## src/rtl/enemy_pkg.sv

```systemverilog
// Shared definitions for the enemy missile controller: slot count,
// coordinate width, the inactive-slot coordinate value and launch FSM states.
package enemy_pkg;

    localparam int N_EN_MISSILES = 5;
    localparam int COORD_W       = 11;
    localparam int SEL_W         = 3;

    typedef logic [COORD_W-1:0] coord_t;

    localparam coord_t INACTIVE_XY = 11'd0;

    typedef enum logic [1:0] {
        IDLE,
        QUERY,
        LAUNCH
    } launch_state_t;

    // Round-robin successor of a shooter index, wrapping after the last enemy
    function automatic logic [SEL_W-1:0] next_shooter(input logic [SEL_W-1:0] sel);
        return (sel == SEL_W'(N_EN_MISSILES - 1)) ? '0 : sel + 1'b1;
    endfunction

endpackage

```

## src/rtl/enemy_missile_ctl_if.sv

```systemverilog
// Bundle between the missile controller, the enemy formation (shooter
// lookups) and the ship / missile drawing consumers.
interface enemy_missile_ctl_if;
    import enemy_pkg::*;

    logic [SEL_W-1:0]         shooter_sel;
    coord_t                   shooter_x;
    coord_t                   shooter_y;
    logic                     shooter_valid;

    coord_t                   en_x_missile1;
    coord_t                   en_x_missile2;
    coord_t                   en_x_missile3;
    coord_t                   en_x_missile4;
    coord_t                   en_x_missile5;
    coord_t                   en_y_missile1;
    coord_t                   en_y_missile2;
    coord_t                   en_y_missile3;
    coord_t                   en_y_missile4;
    coord_t                   en_y_missile5;
    logic [N_EN_MISSILES-1:0] missile_on;

    modport master (
        output shooter_sel,
        input  shooter_x, shooter_y, shooter_valid,
        output en_x_missile1, en_x_missile2, en_x_missile3, en_x_missile4, en_x_missile5,
        output en_y_missile1, en_y_missile2, en_y_missile3, en_y_missile4, en_y_missile5,
        output missile_on
    );

    modport slave (
        input  shooter_sel,
        output shooter_x, shooter_y, shooter_valid,
        input  en_x_missile1, en_x_missile2, en_x_missile3, en_x_missile4, en_x_missile5,
        input  en_y_missile1, en_y_missile2, en_y_missile3, en_y_missile4, en_y_missile5,
        input  missile_on
    );

endinterface

```

## src/rtl/enemy_missile_slot.sv

```systemverilog
// One enemy missile: holds its position and active flag, loads on launch,
// falls by STEP per move tick and retires once it would pass Y_BOTTOM.
module enemy_missile_slot
    import enemy_pkg::*;
#(
    parameter int STEP     = 4,
    parameter int Y_BOTTOM = 767
) (
    input  logic   pclk,
    input  logic   rst,
    input  logic   clear,
    input  logic   load,
    input  coord_t load_x,
    input  coord_t load_y,
    input  logic   move_tick,
    output coord_t x,
    output coord_t y,
    output logic   on
);

    localparam logic [COORD_W:0] STEP_EXT   = (COORD_W + 1)'(STEP);
    localparam logic [COORD_W:0] BOTTOM_EXT = (COORD_W + 1)'(Y_BOTTOM);

    logic [COORD_W:0] y_sum;

    // Candidate position after one move, kept one bit wider to see the overflow past the bottom
    always_comb begin
        y_sum = {1'b0, y} + STEP_EXT;
    end

    // Slot state: clear beats launch, launch beats movement so a fresh missile starts unmoved
    always_ff @(posedge pclk) begin
        if (rst || clear) begin
            x  <= INACTIVE_XY;
            y  <= INACTIVE_XY;
            on <= 1'b0;
        end else if (load) begin
            x  <= load_x;
            y  <= load_y;
            on <= 1'b1;
        end else if (move_tick && on) begin
            if (y_sum > BOTTOM_EXT) begin
                x  <= INACTIVE_XY;
                y  <= INACTIVE_XY;
                on <= 1'b0;
            end else begin
                y <= y_sum[COORD_W-1:0];
            end
        end
    end

endmodule

```

## src/rtl/enemy_missile_ctl.sv

```systemverilog
// Enemy missile controller: paces movement and launch attempts, queries the
// formation for a round-robin shooter and drops its missile into the lowest
// free slot. ship_down wipes and freezes everything until released.
module enemy_missile_ctl
    import enemy_pkg::*;
#(
    parameter int MOVE_DIV    = 20000,
    parameter int STEP        = 4,
    parameter int FIRE_PERIOD = 2000000,
    parameter int X_OFFSET    = 16,
    parameter int Y_OFFSET    = 32,
    parameter int Y_BOTTOM    = 767
) (
    input  logic                pclk,
    input  logic                rst,
    input  logic                ship_down,
    enemy_missile_ctl_if.master bus
);

    localparam int MOVE_W = 21;
    localparam int FIRE_W = 25;

    localparam logic [MOVE_W-1:0] MOVE_LAST = MOVE_W'(MOVE_DIV - 1);
    localparam logic [FIRE_W-1:0] FIRE_LAST = FIRE_W'(FIRE_PERIOD - 1);

    logic [MOVE_W-1:0]        move_cnt;
    logic [FIRE_W-1:0]        fire_cnt;
    logic                     move_tick;
    logic                     fire_req;

    launch_state_t            state_q;
    launch_state_t            state_d;
    logic [SEL_W-1:0]         shooter_sel_q;

    logic [N_EN_MISSILES-1:0] on_vec;
    logic [N_EN_MISSILES-1:0] first_free;
    logic [N_EN_MISSILES-1:0] load_vec;
    logic                     launch_en;
    coord_t                   launch_x;
    coord_t                   launch_y;
    coord_t                   slot_x [N_EN_MISSILES];
    coord_t                   slot_y [N_EN_MISSILES];

    assign move_tick = (move_cnt == MOVE_LAST);
    assign fire_req  = (fire_cnt == FIRE_LAST);

    // Free-running pacing counters, frozen at zero while the player is down
    always_ff @(posedge pclk) begin
        if (rst || ship_down) begin
            move_cnt <= '0;
            fire_cnt <= '0;
        end else begin
            move_cnt <= move_tick ? '0 : move_cnt + 1'b1;
            fire_cnt <= fire_req  ? '0 : fire_cnt + 1'b1;
        end
    end

    // Launch FSM state register
    always_ff @(posedge pclk) begin
        if (rst || ship_down) begin
            state_q <= IDLE;
        end else begin
            state_q <= state_d;
        end
    end

    // Launch sequencing: wait for a fire request, give the formation a cycle to answer, then launch
    always_comb begin
        state_d = state_q;
        case (state_q)
            IDLE:    if (fire_req) state_d = QUERY;
            QUERY:   state_d = LAUNCH;
            LAUNCH:  state_d = IDLE;
            default: state_d = IDLE;
        endcase
    end

    // Round-robin shooter index, advanced after every launch attempt whether or not it fired
    always_ff @(posedge pclk) begin
        if (rst) begin
            shooter_sel_q <= '0;
        end else if (!ship_down && state_q == LAUNCH) begin
            shooter_sel_q <= next_shooter(shooter_sel_q);
        end
    end

    // Lowest-index free slot, judged on registered flags so a slot retiring this cycle is still busy
    always_comb begin
        logic found;
        found      = 1'b0;
        first_free = '0;
        for (int i = 0; i < N_EN_MISSILES; i++) begin
            if (!on_vec[i] && !found) begin
                first_free[i] = 1'b1;
                found         = 1'b1;
            end
        end
        launch_en = (state_q == LAUNCH) && bus.shooter_valid && !ship_down;
        load_vec  = launch_en ? first_free : '0;
        launch_x  = bus.shooter_x + COORD_W'(X_OFFSET);
        launch_y  = bus.shooter_y + COORD_W'(Y_OFFSET);
    end

    for (genvar g = 0; g < N_EN_MISSILES; g++) begin : g_slot
        enemy_missile_slot #(
            .STEP     (STEP),
            .Y_BOTTOM (Y_BOTTOM)
        ) u_slot (
            .pclk      (pclk),
            .rst       (rst),
            .clear     (ship_down),
            .load      (load_vec[g]),
            .load_x    (launch_x),
            .load_y    (launch_y),
            .move_tick (move_tick),
            .x         (slot_x[g]),
            .y         (slot_y[g]),
            .on        (on_vec[g])
        );
    end

    assign bus.shooter_sel   = shooter_sel_q;
    assign bus.missile_on    = on_vec;
    assign bus.en_x_missile1 = slot_x[0];
    assign bus.en_x_missile2 = slot_x[1];
    assign bus.en_x_missile3 = slot_x[2];
    assign bus.en_x_missile4 = slot_x[3];
    assign bus.en_x_missile5 = slot_x[4];
    assign bus.en_y_missile1 = slot_y[0];
    assign bus.en_y_missile2 = slot_y[1];
    assign bus.en_y_missile3 = slot_y[2];
    assign bus.en_y_missile4 = slot_y[3];
    assign bus.en_y_missile5 = slot_y[4];

endmodule

```

## src/flat_wrapper.sv

```systemverilog
// flat-port wrapper written by rule: the top's interface ports become plain ports
module enemy_missile_ctl_flat import enemy_pkg::*;
#(
    parameter int MOVE_DIV    = 20000,
    parameter int STEP        = 4,
    parameter int FIRE_PERIOD = 2000000,
    parameter int X_OFFSET    = 16,
    parameter int Y_OFFSET    = 32,
    parameter int Y_BOTTOM    = 767
)
  (pclk, rst, ship_down, bus_shooter_sel, bus_shooter_x, bus_shooter_y, bus_shooter_valid, bus_en_x_missile1, bus_en_x_missile2, bus_en_x_missile3, bus_en_x_missile4, bus_en_x_missile5, bus_en_y_missile1, bus_en_y_missile2, bus_en_y_missile3, bus_en_y_missile4, bus_en_y_missile5, bus_missile_on);
  enemy_missile_ctl_if bus_i ();
  input  logic pclk;
  input  logic rst;
  input  logic ship_down;
  output wire logic [$bits(bus_i.shooter_sel)-1:0] bus_shooter_sel;
  input wire logic [$bits(bus_i.shooter_x)-1:0] bus_shooter_x;
  input wire logic [$bits(bus_i.shooter_y)-1:0] bus_shooter_y;
  input wire logic [$bits(bus_i.shooter_valid)-1:0] bus_shooter_valid;
  output wire logic [$bits(bus_i.en_x_missile1)-1:0] bus_en_x_missile1;
  output wire logic [$bits(bus_i.en_x_missile2)-1:0] bus_en_x_missile2;
  output wire logic [$bits(bus_i.en_x_missile3)-1:0] bus_en_x_missile3;
  output wire logic [$bits(bus_i.en_x_missile4)-1:0] bus_en_x_missile4;
  output wire logic [$bits(bus_i.en_x_missile5)-1:0] bus_en_x_missile5;
  output wire logic [$bits(bus_i.en_y_missile1)-1:0] bus_en_y_missile1;
  output wire logic [$bits(bus_i.en_y_missile2)-1:0] bus_en_y_missile2;
  output wire logic [$bits(bus_i.en_y_missile3)-1:0] bus_en_y_missile3;
  output wire logic [$bits(bus_i.en_y_missile4)-1:0] bus_en_y_missile4;
  output wire logic [$bits(bus_i.en_y_missile5)-1:0] bus_en_y_missile5;
  output wire logic [$bits(bus_i.missile_on)-1:0] bus_missile_on;
  assign bus_shooter_sel = bus_i.shooter_sel;
  assign bus_i.shooter_x = bus_shooter_x;
  assign bus_i.shooter_y = bus_shooter_y;
  assign bus_i.shooter_valid = bus_shooter_valid;
  assign bus_en_x_missile1 = bus_i.en_x_missile1;
  assign bus_en_x_missile2 = bus_i.en_x_missile2;
  assign bus_en_x_missile3 = bus_i.en_x_missile3;
  assign bus_en_x_missile4 = bus_i.en_x_missile4;
  assign bus_en_x_missile5 = bus_i.en_x_missile5;
  assign bus_en_y_missile1 = bus_i.en_y_missile1;
  assign bus_en_y_missile2 = bus_i.en_y_missile2;
  assign bus_en_y_missile3 = bus_i.en_y_missile3;
  assign bus_en_y_missile4 = bus_i.en_y_missile4;
  assign bus_en_y_missile5 = bus_i.en_y_missile5;
  assign bus_missile_on = bus_i.missile_on;
  enemy_missile_ctl #(.MOVE_DIV(MOVE_DIV), .STEP(STEP), .FIRE_PERIOD(FIRE_PERIOD), .X_OFFSET(X_OFFSET), .Y_OFFSET(Y_OFFSET), .Y_BOTTOM(Y_BOTTOM)) u_core (.pclk(pclk), .rst(rst), .ship_down(ship_down), .bus(bus_i));
endmodule
```

## config.mk

```make
export PLATFORM = sky130hd
export DESIGN_NAME = enemy_missile_ctl_flat
export DESIGN_NICKNAME = d
export VERILOG_FILES = /design/src/rtl/enemy_pkg.sv /design/src/rtl/enemy_missile_ctl_if.sv /design/src/rtl/enemy_missile_slot.sv /design/src/rtl/enemy_missile_ctl.sv /design/src/flat_wrapper.sv
export SDC_FILE = /design/constraint.sdc
export NUM_CORES = 1
export LEC_CHECK = 0
export ABC_AREA = 1
export CORE_ASPECT_RATIO = 1.5
export CORE_MARGIN = 2
export CORE_UTILIZATION = 30
export CTS_CLUSTER_SIZE = 14
export DETAILED_ROUTE_END_ITERATION = 10
export DONT_BUFFER_PORTS = 1
export GPL_TIMING_DRIVEN = 0
export PLACE_DENSITY = 0.46
export SLEW_MARGIN = 20
export SYNTH_ARGS = -nofsm -noshare
export SYNTH_HDL_FRONTEND = slang
export SYNTH_SLANG_ARGS = --single-unit
```

## constraint.sdc

```tcl
create_clock -name pclk -period 2.46 [get_ports pclk]
set_input_delay 0.246 -clock pclk [delete_from_list [all_inputs] [get_ports pclk]]
set_output_delay 0.246 -clock pclk [all_outputs]
set_load 0.05 [all_outputs]
```

==> results.cfg, run 1 <==
[timing]
hold_violations = 0
slew_violations = 0
finalSetupViolCount = 0
tightest_slew_ps = 1130
fmax_ghz = 0.454
rsz0062_at_grt = no
period_needed_ps = 2200
slew-limit-headroom_pct = 24.5
finClkSkew_ps = 10.1
fin_crit_sh_pct = 89.5
tns_ps = 0

[run_status]
status = finished clean

[placed_design]
gp_congestion = 0.894
port_buffers = 0
place_area_mm2 = 0.00938
post-dp-hpwl_um = 22500

[clock_network]
cts_tree = done
clockBufferDepth = 2
post-cts-setup-buffer-count = 0
cts.clk_slew.worst_paths_ps = 70
cts-root-buf = clkbuf_16
clk_latency_ps = 450
numCtsBuffers = 17
htree_levels = 4
clock-sinks = 166

[global_route]
grt_pass1_wl_um = 46400
overflow = 0
antenna_found_initial = 0
grt_max_degree = 17
grt_pass1_vias = 8085
grt_usage_pct = 19.7

[drt]
drt_iter0_drc = 427
first_pass_iters = 5
antenna_left = 0
wirelength_um = 29800
drc_errors = 0
viasPerCell = 4.74
wl_per_cell_um = 16.8
vias = 8391

[flow_run]
cap_violations = 0

[die]
std_cell_rows = 77
die_w_um = 145
dieArea_mm2 = 0.0311
ios = 144
start_util_pct = 30.4
core_mm2 = 0.0293
fp.dieH_um = 215

[power]
switching_share_pct = 24.5
p_comb_share_pct = 2.9
p_seq_share_pct = 47.6
p_per_area_mw_per_mm2 = 559
vdd.ir_drop.worst_mv = 0.337
p_switching_w = 0.00139
p_int_w = 0.00426
power_w = 0.00565
p_clk_share_pct = 49.5
leakage_nw = 3.84

[hold_path]
hold_class = input pin to flip-flop
hold-path-cell-count = 4

[setup_path]
cp_max_fo = 10
slowest_stage = dfxtp_1
r2r_cells = 11
worstSetupPathDepth = 11
critical-path-top-delay-family = simple AND/OR/NAND/NOR gates
max_stage_delay_ps = 770
critPathLaunchType = flip-flop
worst_ep_arrival_time_ps = 2590
required_ps = 2840
cpMostUsedCell = nand2_1
end_kind = flip-flop
path_cells = nand3_1, nor2_1, nand2_1, nand2_1, inv_2, nand2_1, nand2_1, nand2_2, buf_6, nand2_1, a21oi_1
crit_buf_inv = 2
critical_path_class = flip-flop to flip-flop

[finish]
final_common_cell = nand2_1
n_antenna_cell = 0
fin_nets = 1406
regArea_mm2 = 0.00335
most-common-layout-cells = 416 x nand2_1, 147 x dfxtp_1, 144 x nand3_1, 133 x a21oi_1, 120 x nor2_1
final_area_mm2 = 0.0101
multi_input_area_mm2 = 0.00476
syn2layout_area_growth_pct = 13.6
fill_cells = 3268
drive_gt1_share_pct = 9.52

[logic_synthesis]
synthesis.nets = 1377
ys_seq_area_share_pct = 37.4
syn_inst = 1335
yosys.cell_types.count = 36
ys_ff_latch = 166
ys_warn_count = 0
syn_area_mm2 = 0.00889
avgSynthCellArea_um2 = 6.66
[what timing repair did]
item / 4_1_cts / 5_1_grt
pin swaps: 0 / 0
endpoints found under the hold margin: 37 / 0
setup endpoints to repair: 18 / 74
resized for setup: 4 / 17
hold buffers: 10 / 0
[metrics by stage]
| step | worst slack, ps | util, % | hold slack, ps | cells |
|---|---|---|---|---|
| global route | 6.93 | 34.5 | 7.89 | 1771 |
| detailed placement | -143 | 32.0 | 329 | 1730 |
| finish | 258 | 34.5 | 8.52 | 1771 |
| CTS | 6.12 | 34.4 | 2.48 | 1771 |
| global placement | -131 | 32.0 | 326 | 1730 |
| floorplan | 405 | - | 324 | 1335 |
[power by group through the flow]
stage	logic (W)	registers (W)	clock network, W
4_1_cts	0.000169	0.00269	0.00286
3_3_place_gp	0.000142	0.00275	0
6_report	0.000164	0.00269	0.00279
5_1_grt	0.000178	0.00269	0.00296
3_5_place_dp	0.000141	0.00275	0
2_1_floorplan	0.0000746	0.00275	0
[Yosys cell counts (all sizes together)]
cell type    n  area [µm²]
nand4       14        93.8
clkbuf      18        67.6
or3          1        6.26
clkinv      28         105
buf         26         173
dfxtp      166        3320
or2          1        6.26
nor4         4        25.0
ha          16         200
nand2      428        1680
xnor2       14         123
o21ai        9        48.8
nor2       134         566
xor2        34         298
nor3b        3        22.5
inv        124         465
nor3        17        85.1
a31oi        1        6.26
nand3b       8        60.1
a211oi       2        15.0
nand3      152         838
o21a         2        15.0
a21oi      133         666
[cell type report]
class / count / area share [%]
sequential: 166 / 33.2
multi-input combinational: 973 / 47.2
tap: 395 / 4.90
clock inverter: 12 / 1.39
timing repair buffer: 10 / 0.991
clock buffer: 19 / 4.39
inverter: 152 / 5.65
buffer: 44 / 2.38
[state kept, by name, summed over array words and instances, names as in the netlist]
register	flops
u_core.g_slot.u_slot.x	55
u_core.g_slot.u_slot.y	55
u_core.fire_cnt	25
u_core.move_cnt	21
u_core.g_slot.u_slot.on	5
u_core.bus.shooter_sel	3
u_core.state_q	2
[tightest hold or removal path: stages]
cell	delay (ps)
nand2_1	40
nand2_1	50
clkinv_1	40
a21oi_1	50
[routing by layer]
| layer | vias up | global-route usage [%] | wire length [µm] |
|---|---|---|---|
| met5 | - | 0 | 0 |
| met2 | 167 | 35.9 | 15600 |
| met1 | 3889 | 21.8 | 11700 |
| met3 | 39 | 5.37 | 1740 |
| met4 | 0 | 6.05 | 774 |
| li1 | 4296 | - | - |
[worst paths after layout]
kind	from	end	slack, ps
max	u_core.g_slot[4].u_slot.y[4]$_SDFFE_PP0P_	u_core.g_slot[4].u_slot.x[5]$_SDFFE_PP0P_	260
min	bus_shooter_y[2]	u_core.g_slot[0].u_slot.y[2]$_SDFFE_PP0P_	9
min reg2reg	u_core.move_cnt[0]$_SDFF_PP0_	u_core.move_cnt[0]$_SDFF_PP0_	450
max reg2reg	u_core.g_slot[4].u_slot.y[4]$_SDFFE_PP0P_	u_core.g_slot[4].u_slot.x[5]$_SDFFE_PP0P_	260
[logic make-up after synthesis]
| group | share of synthesized area (%) |
|---|---|
| adder cells (fa/ha/maj) | 2.25 |
| flip-flops | 37.4 |
| AO/OA/AOI/OAI | 8.44 |
| buffers and inverters | 9.12 |
| XOR/XNOR | 4.73 |
| AND/OR/NAND/NOR | 38.1 |
(Power assumes the default switching activity.)
==> run 2, diff against run 1 <==
Settings changed: CTS_BUF_LIST set to sky130_fd_sc_hd__clkbuf_4 sky130_fd_sc_hd__clkbuf_8 sky130_fd_sc_hd__clkbuf_16.
==> run 2 against run 1 <==
Flip-flop and latch count is the same; sequential power is essentially flat; clock skew is essentially flat; cell count is the same; register-to-register slack is essentially flat; die area is the same; non-clock buffer count is the same; via count is essentially flat; power grew 0.21%; largest cell class unchanged.
==> results.cfg, run 2 (synthesized netlist as in run 1, its figures left out) <==
[timing]
finClkSkew_ps = 10.1
period_needed_ps = 2200
finalSetupViolCount = 0
rsz0062_at_grt = no
fmax_ghz = 0.454
tightest_slew_ps = 1120
slew_violations = 0
slew-limit-headroom_pct = 24.5
hold_violations = 0
fin_crit_sh_pct = 89.5

[finish]
fin_nets = 1406
drive_gt1_share_pct = 9.59
largestRegisters = u_core.g_slot.u_slot.x: 55 flops, u_core.g_slot.u_slot.y: 55 flops, u_core.fire_cnt: 25 flops
regArea_mm2 = 0.00335
utilization_pct = 34.5
syn2layout_area_growth_pct = 13.6
n_antenna_cell = 0
final_area_mm2 = 0.0101
most-common-layout-cells = 416 x nand2_1, 147 x dfxtp_1, 144 x nand3_1, 133 x a21oi_1, 120 x nor2_1
final_common_cell = nand2_1
multi_input_area_mm2 = 0.00476
fill_cells = 3266

[setup_path]
critical-path-top-delay-family = simple AND/OR/NAND/NOR gates
required_ps = 2840
cpMostUsedCell = nand2_1
end_kind = flip-flop
slowest_stage = dfxtp_1
critical_path_class = flip-flop to flip-flop
max_stage_delay_ps = 770
worst_ep_arrival_time_ps = 2590
cp_max_fo = 10
critPathLaunchType = flip-flop
path_cells = nand3_1, nor2_1, nand2_1, nand2_1, inv_2, nand2_1, nand2_1, nand2_2, buf_6, nand2_1, a21oi_1
crit_buf_inv = 2

[drt]
first_pass_iters = 5
wirelength_um = 29800
drt_iter0_drc = 420
drc_errors = 0
viasPerCell = 4.74
antenna_left = 0
vias = 8387
wl_per_cell_um = 16.8

[placed_design]
place_area_mm2 = 0.00938
post-dp-hpwl_um = 22500
gp_congestion = 0.894
port_buffers = 0

[clock_network]
clk_latency_ps = 450
post-cts-setup-buffer-count = 0
cts_tree = done
htree_levels = 4
numCtsBuffers = 17
clock-sinks = 166
cts.clk_slew.worst_paths_ps = 70
clockBufferDepth = 2
cts-root-buf = clkbuf_16

[die]
std_cell_rows = 77
ios = 144
dieArea_mm2 = 0.0311
fp.dieH_um = 215
die_w_um = 145
start_util_pct = 30.4
core_mm2 = 0.0293

[run_status]
status = finished clean

[global_route]
overflow = 0
antenna_found_initial = 0
grt_usage_pct = 19.7
grt_max_degree = 17
grt_pass1_wl_um = 46400
grt_pass1_vias = 8085

[power]
leakage_nw = 3.85
vdd.ir_drop.worst_mv = 0.339
p_per_area_mw_per_mm2 = 560

[flow_run]
cap_violations = 0

[hold_path]
hold_class = input pin to flip-flop
==> run 2: cell counts in the layout (fill, tap and decap cells not counted) <==
Identical to the previous run, type by type.
==> run 2: metal layers <==
| layer | global-route usage [%] | up-vias | wire (µm) | part of all wire [%] |
|---|---|---|---|---|
| li1 | - | 4296 | - | - |
| met1 | 21.8 | 3875 | 11700 | 39 |
| met2 | 35.9 | 177 | 15600 | 52 |
| met3 | 5.37 | 39 | 1770 | 5.9 |
| met4 | 6.05 | 0 | 771 | 2.6 |
| met5 | 0 | - | 0 | 0 |
==> run 2: tightest hold or removal path, stage by stage <==
cell and delay, ps:
nand2_1 40, nand2_1 50, clkinv_1 40, a21oi_1 50
==> run 2: area by class of cell <==
| type | instances | area share (%) |
|---|---|---|
| flip-flops and latches | 166 | 33.1 |
| plain buffers | 44 | 2.38 |
| clock inverters | 12 | 1.39 |
| clock buffers | 19 | 4.42 |
| multi-input cells | 973 | 47.1 |
| inverters | 152 | 5.65 |
| repair buffers | 10 | 0.991 |
| well taps | 395 | 4.89 |
==> run 2: power breakdown <==
group | switching (W) | leakage (nW) | internal [W] | total, W
Combinational | 0.000129 | 2.21 | 0.0000346 | 0.000164
Clock | 0.00126 | 0.293 | 0.00155 | 0.00281
Sequential | 0.00000213 | 1.35 | 0.00269 | 0.00269
==> run 2: final timing paths <==
path / start / to / slack, ps / depth (start not counted)
max: u_core.g_slot[4].u_slot.y[4]$_SDFFE_PP0P_ / u_core.g_slot[4].u_slot.x[5]$_SDFFE_PP0P_ / 260 / 11
max reg2reg: u_core.g_slot[4].u_slot.y[4]$_SDFFE_PP0P_ / u_core.g_slot[4].u_slot.x[5]$_SDFFE_PP0P_ / 260 / 11
min: bus_shooter_y[2] / u_core.g_slot[0].u_slot.y[2]$_SDFFE_PP0P_ / 9 / 4
min reg2reg: u_core.move_cnt[0]$_SDFF_PP0_ / u_core.move_cnt[0]$_SDFF_PP0_ / 450 / 1
==> run 2: through the flow <==
step                TNS [ps]  setup WS [ps]  power (W)  instances  hold slack (ps)
finish                     0            257    0.00566       1771             8.63
global route               0           6.93    0.00584       1771             7.89
CTS                        0           6.40    0.00573       1771             2.48
detailed placement     -1790           -143    0.00289       1730              329
global placement       -1610           -131    0.00289       1730              326
floorplan                  0            405    0.00283       1335              324
==> run 2: repair_timing <==
item	CTS	global route
endpoints found under the setup margin	18	74
hold endpoints to repair	37	0
hold buffers	10	0
resized for setup	4	17
==> run 3, diff against run 2 <==
--- a/config.mk
+++ b/config.mk
@@ -16,4 +16,5 @@
 export GPL_TIMING_DRIVEN = 0
 export PLACE_DENSITY = 0.46
+export RECOVER_POWER = 100
 export SLEW_MARGIN = 20
 export SYNTH_ARGS = -nofsm -noshare
==> constraint.sdc (replaced) <==
create_clock -name pclk -period 2.46 [get_ports pclk]
set_input_delay 0.246 -clock pclk [delete_from_list [all_inputs] [get_ports pclk]]
set_output_delay 0.246 -clock pclk [all_outputs]
set_load 0.02 [all_outputs]
==> run 3 against run 2 <==
Critical path type unchanged; first-iteration DRC count shrank 6.0%; global-route usage decreased by 0.064 points; power fell by 0.14%; via count shrank 0.80%; core utilization is 0.31 points lower; register-to-register slack got worse by 40 ps; final area shrank 0.90%; non-clock buffer count decreased by 1; combinational power barely moved; highest routed layer unchanged; flip-flop and latch count unchanged; largest cell class unchanged; die area stayed put; count of clock-buffer cells in the layout unchanged.
==> results.cfg, run 3 (synthesized netlist as in run 1, its figures left out) <==
[run_status]
status = finished clean

[setup_path]
worst_ep_arrival_time_ps = 2560
required_ps = 2780
cp_max_fo = 10
max_stage_delay_ps = 350
end_kind = flip-flop
path_cells = ha_1, nand2_1, nor2_4, nand2_1, nor2_8, nand3_4, nand2_2, nand2_4, buf_6, nand2_1, a21oi_1
slowest_stage = dfxtp_1
cpMostUsedCell = nand2_1
critical_path_class = flip-flop to flip-flop
critPathLaunchType = flip-flop

[placed_design]
port_buffers = 0
post-dp-hpwl_um = 22500
gp_congestion = 0.894
dp_slack_ps = 120

[drt]
wl_per_cell_um = 16.7
first_pass_iters = 5
wirelength_um = 29600
drc_errors = 0
vias = 8320
viasPerCell = 4.70
drt_iter0_drc = 395
antenna_left = 0

[clock_network]
numCtsBuffers = 17
cts.clk_slew.worst_paths_ps = 70
clock-sinks = 166
cts_tree = done
clockBufferDepth = 2
htree_levels = 4
clk_latency_ps = 450
cts-root-buf = clkbuf_16
post-cts-setup-buffer-count = 0

[timing]
fin_ws_ps = 220
finalSetupViolCount = 0
fmax_ghz = 0.446
tightest_slew_ps = 1120
slew-limit-headroom_pct = 24.7
slew_violations = 0
hold_violations = 0
fin_crit_sh_pct = 91.0
finClkSkew_ps = 11.0
rsz0062_at_grt = no
period_needed_ps = 2240
tns_ps = 0

[finish]
syn2layout_area_growth_pct = 12.6
fill_cells = 3288
final_common_cell = nand2_1
drive_gt1_share_pct = 6.69
n_antenna_cell = 0
most-common-layout-cells = 419 x nand2_1, 166 x dfxtp_1, 144 x nand3_1, 133 x a21oi_1, 121 x nor2_1
fin_nets = 1405
largestRegisters = u_core.g_slot.u_slot.x: 55 flops, u_core.g_slot.u_slot.y: 55 flops, u_core.fire_cnt: 25 flops

[global_route]
grt_pass1_vias = 8064
grt_usage_pct = 19.6
grt_pass1_wl_um = 46300
overflow = 0
antenna_found_initial = 0
grt_max_degree = 17

[die]
die_w_um = 145
dieArea_mm2 = 0.0311
ios = 144
core_mm2 = 0.0293
start_util_pct = 30.4
std_cell_rows = 77
fp.dieH_um = 215

[power]
leakage_nw = 3.77
vdd.ir_drop.worst_mv = 0.336
p_per_area_mw_per_mm2 = 565

[flow_run]
cap_violations = 0

[hold_path]
hold_class = input pin to flip-flop
run 3: cell count changes in the layout (fill, tap and decap cells not counted), sizes merged:
cell / previous run / this run
clkbuf: 37 / 51
clkinv: 31 / 32
dlygate4sd3: 10 / 9
inv: 131 / 130
buf: 26 / 12
run 3: where the power goes:
part | total (W) | internal, W | switching (W)
combinational | 0.000161 | 0.0000325 | 0.000129
clock | 0.00280 | 0.00155 | 0.00125
sequential | 0.00269 | 0.00269 | 0.00000212
total | 0.00565 | 0.00427 | 0.00138
run 3: final cells by class:
class / count / area (µm²) / share of cell area (%)
multi-input cells: 973 / 4730 / 47.3
well taps: 395 / 494 / 4.94
repair buffers: 9 / 90.1 / 0.900
clock inverters: 12 / 140 / 1.40
flip-flops and latches: 166 / 3320 / 33.2
inverters: 152 / 571 / 5.70
clock buffers: 19 / 447 / 4.46
plain buffers: 44 / 209 / 2.09
run 3: routing by layer:
| layer | GRT usage [%] | wire length [µm] |
|---|---|---|
| met2 | 35.9 | 15500 |
| met4 | 5.99 | 651 |
| met5 | 0 | 0 |
| met1 | 21.7 | 11700 |
| met3 | 5.26 | 1720 |
run 3: path summary, 6_finish.rpt:
check	from	to	slack, ps	depth (start not counted)
min	bus_shooter_y[3]	u_core.g_slot[0].u_slot.y[3]$_SDFFE_PP0P_	10	4
min reg2reg	u_core.move_cnt[0]$_SDFF_PP0_	u_core.move_cnt[0]$_SDFF_PP0_	450	1
max reg2reg	u_core.move_cnt[0]$_SDFF_PP0_	u_core.g_slot[0].u_slot.on$_SDFFE_PP0P_	220	11
max	u_core.move_cnt[0]$_SDFF_PP0_	u_core.g_slot[0].u_slot.on$_SDFFE_PP0P_	220	11
run 3: timing repair:
item	in CTS	in global routing
endpoints found under the setup margin	0	17
gates resized for setup	0	3
hold buffers	9	0
hold endpoints to repair	36	0
run 3: worst max-delay path: cells and delay by family, from the launching register on:
family | cells | cell delay (ps)
simple gates | 8 | 1300
flops | 1 | 350
fa+ha+maj | 1 | 220
buf+inv | 1 | 160
compound gates | 1 | 60
run 3: through the flow:
| step | power (W) | area (µm²) | hold slack (ps) | std cells | utilization (%) |
|---|---|---|---|---|---|
| finish | 0.00565 | 10000 | 13.5 | 1770 | 34.2 |
| global route | 0.00584 | 10000 | 17.0 | 1770 | 34.2 |
| CTS | 0.00573 | 10100 | 0.0404 | 1770 | 34.4 |
| detailed placement | 0.00289 | 9380 | 329 | 1730 | 32.0 |
| global placement | 0.00289 | 9380 | 326 | 1730 | 32.0 |
| floorplan | 0.00283 | 8890 | 324 | 1335 | - |
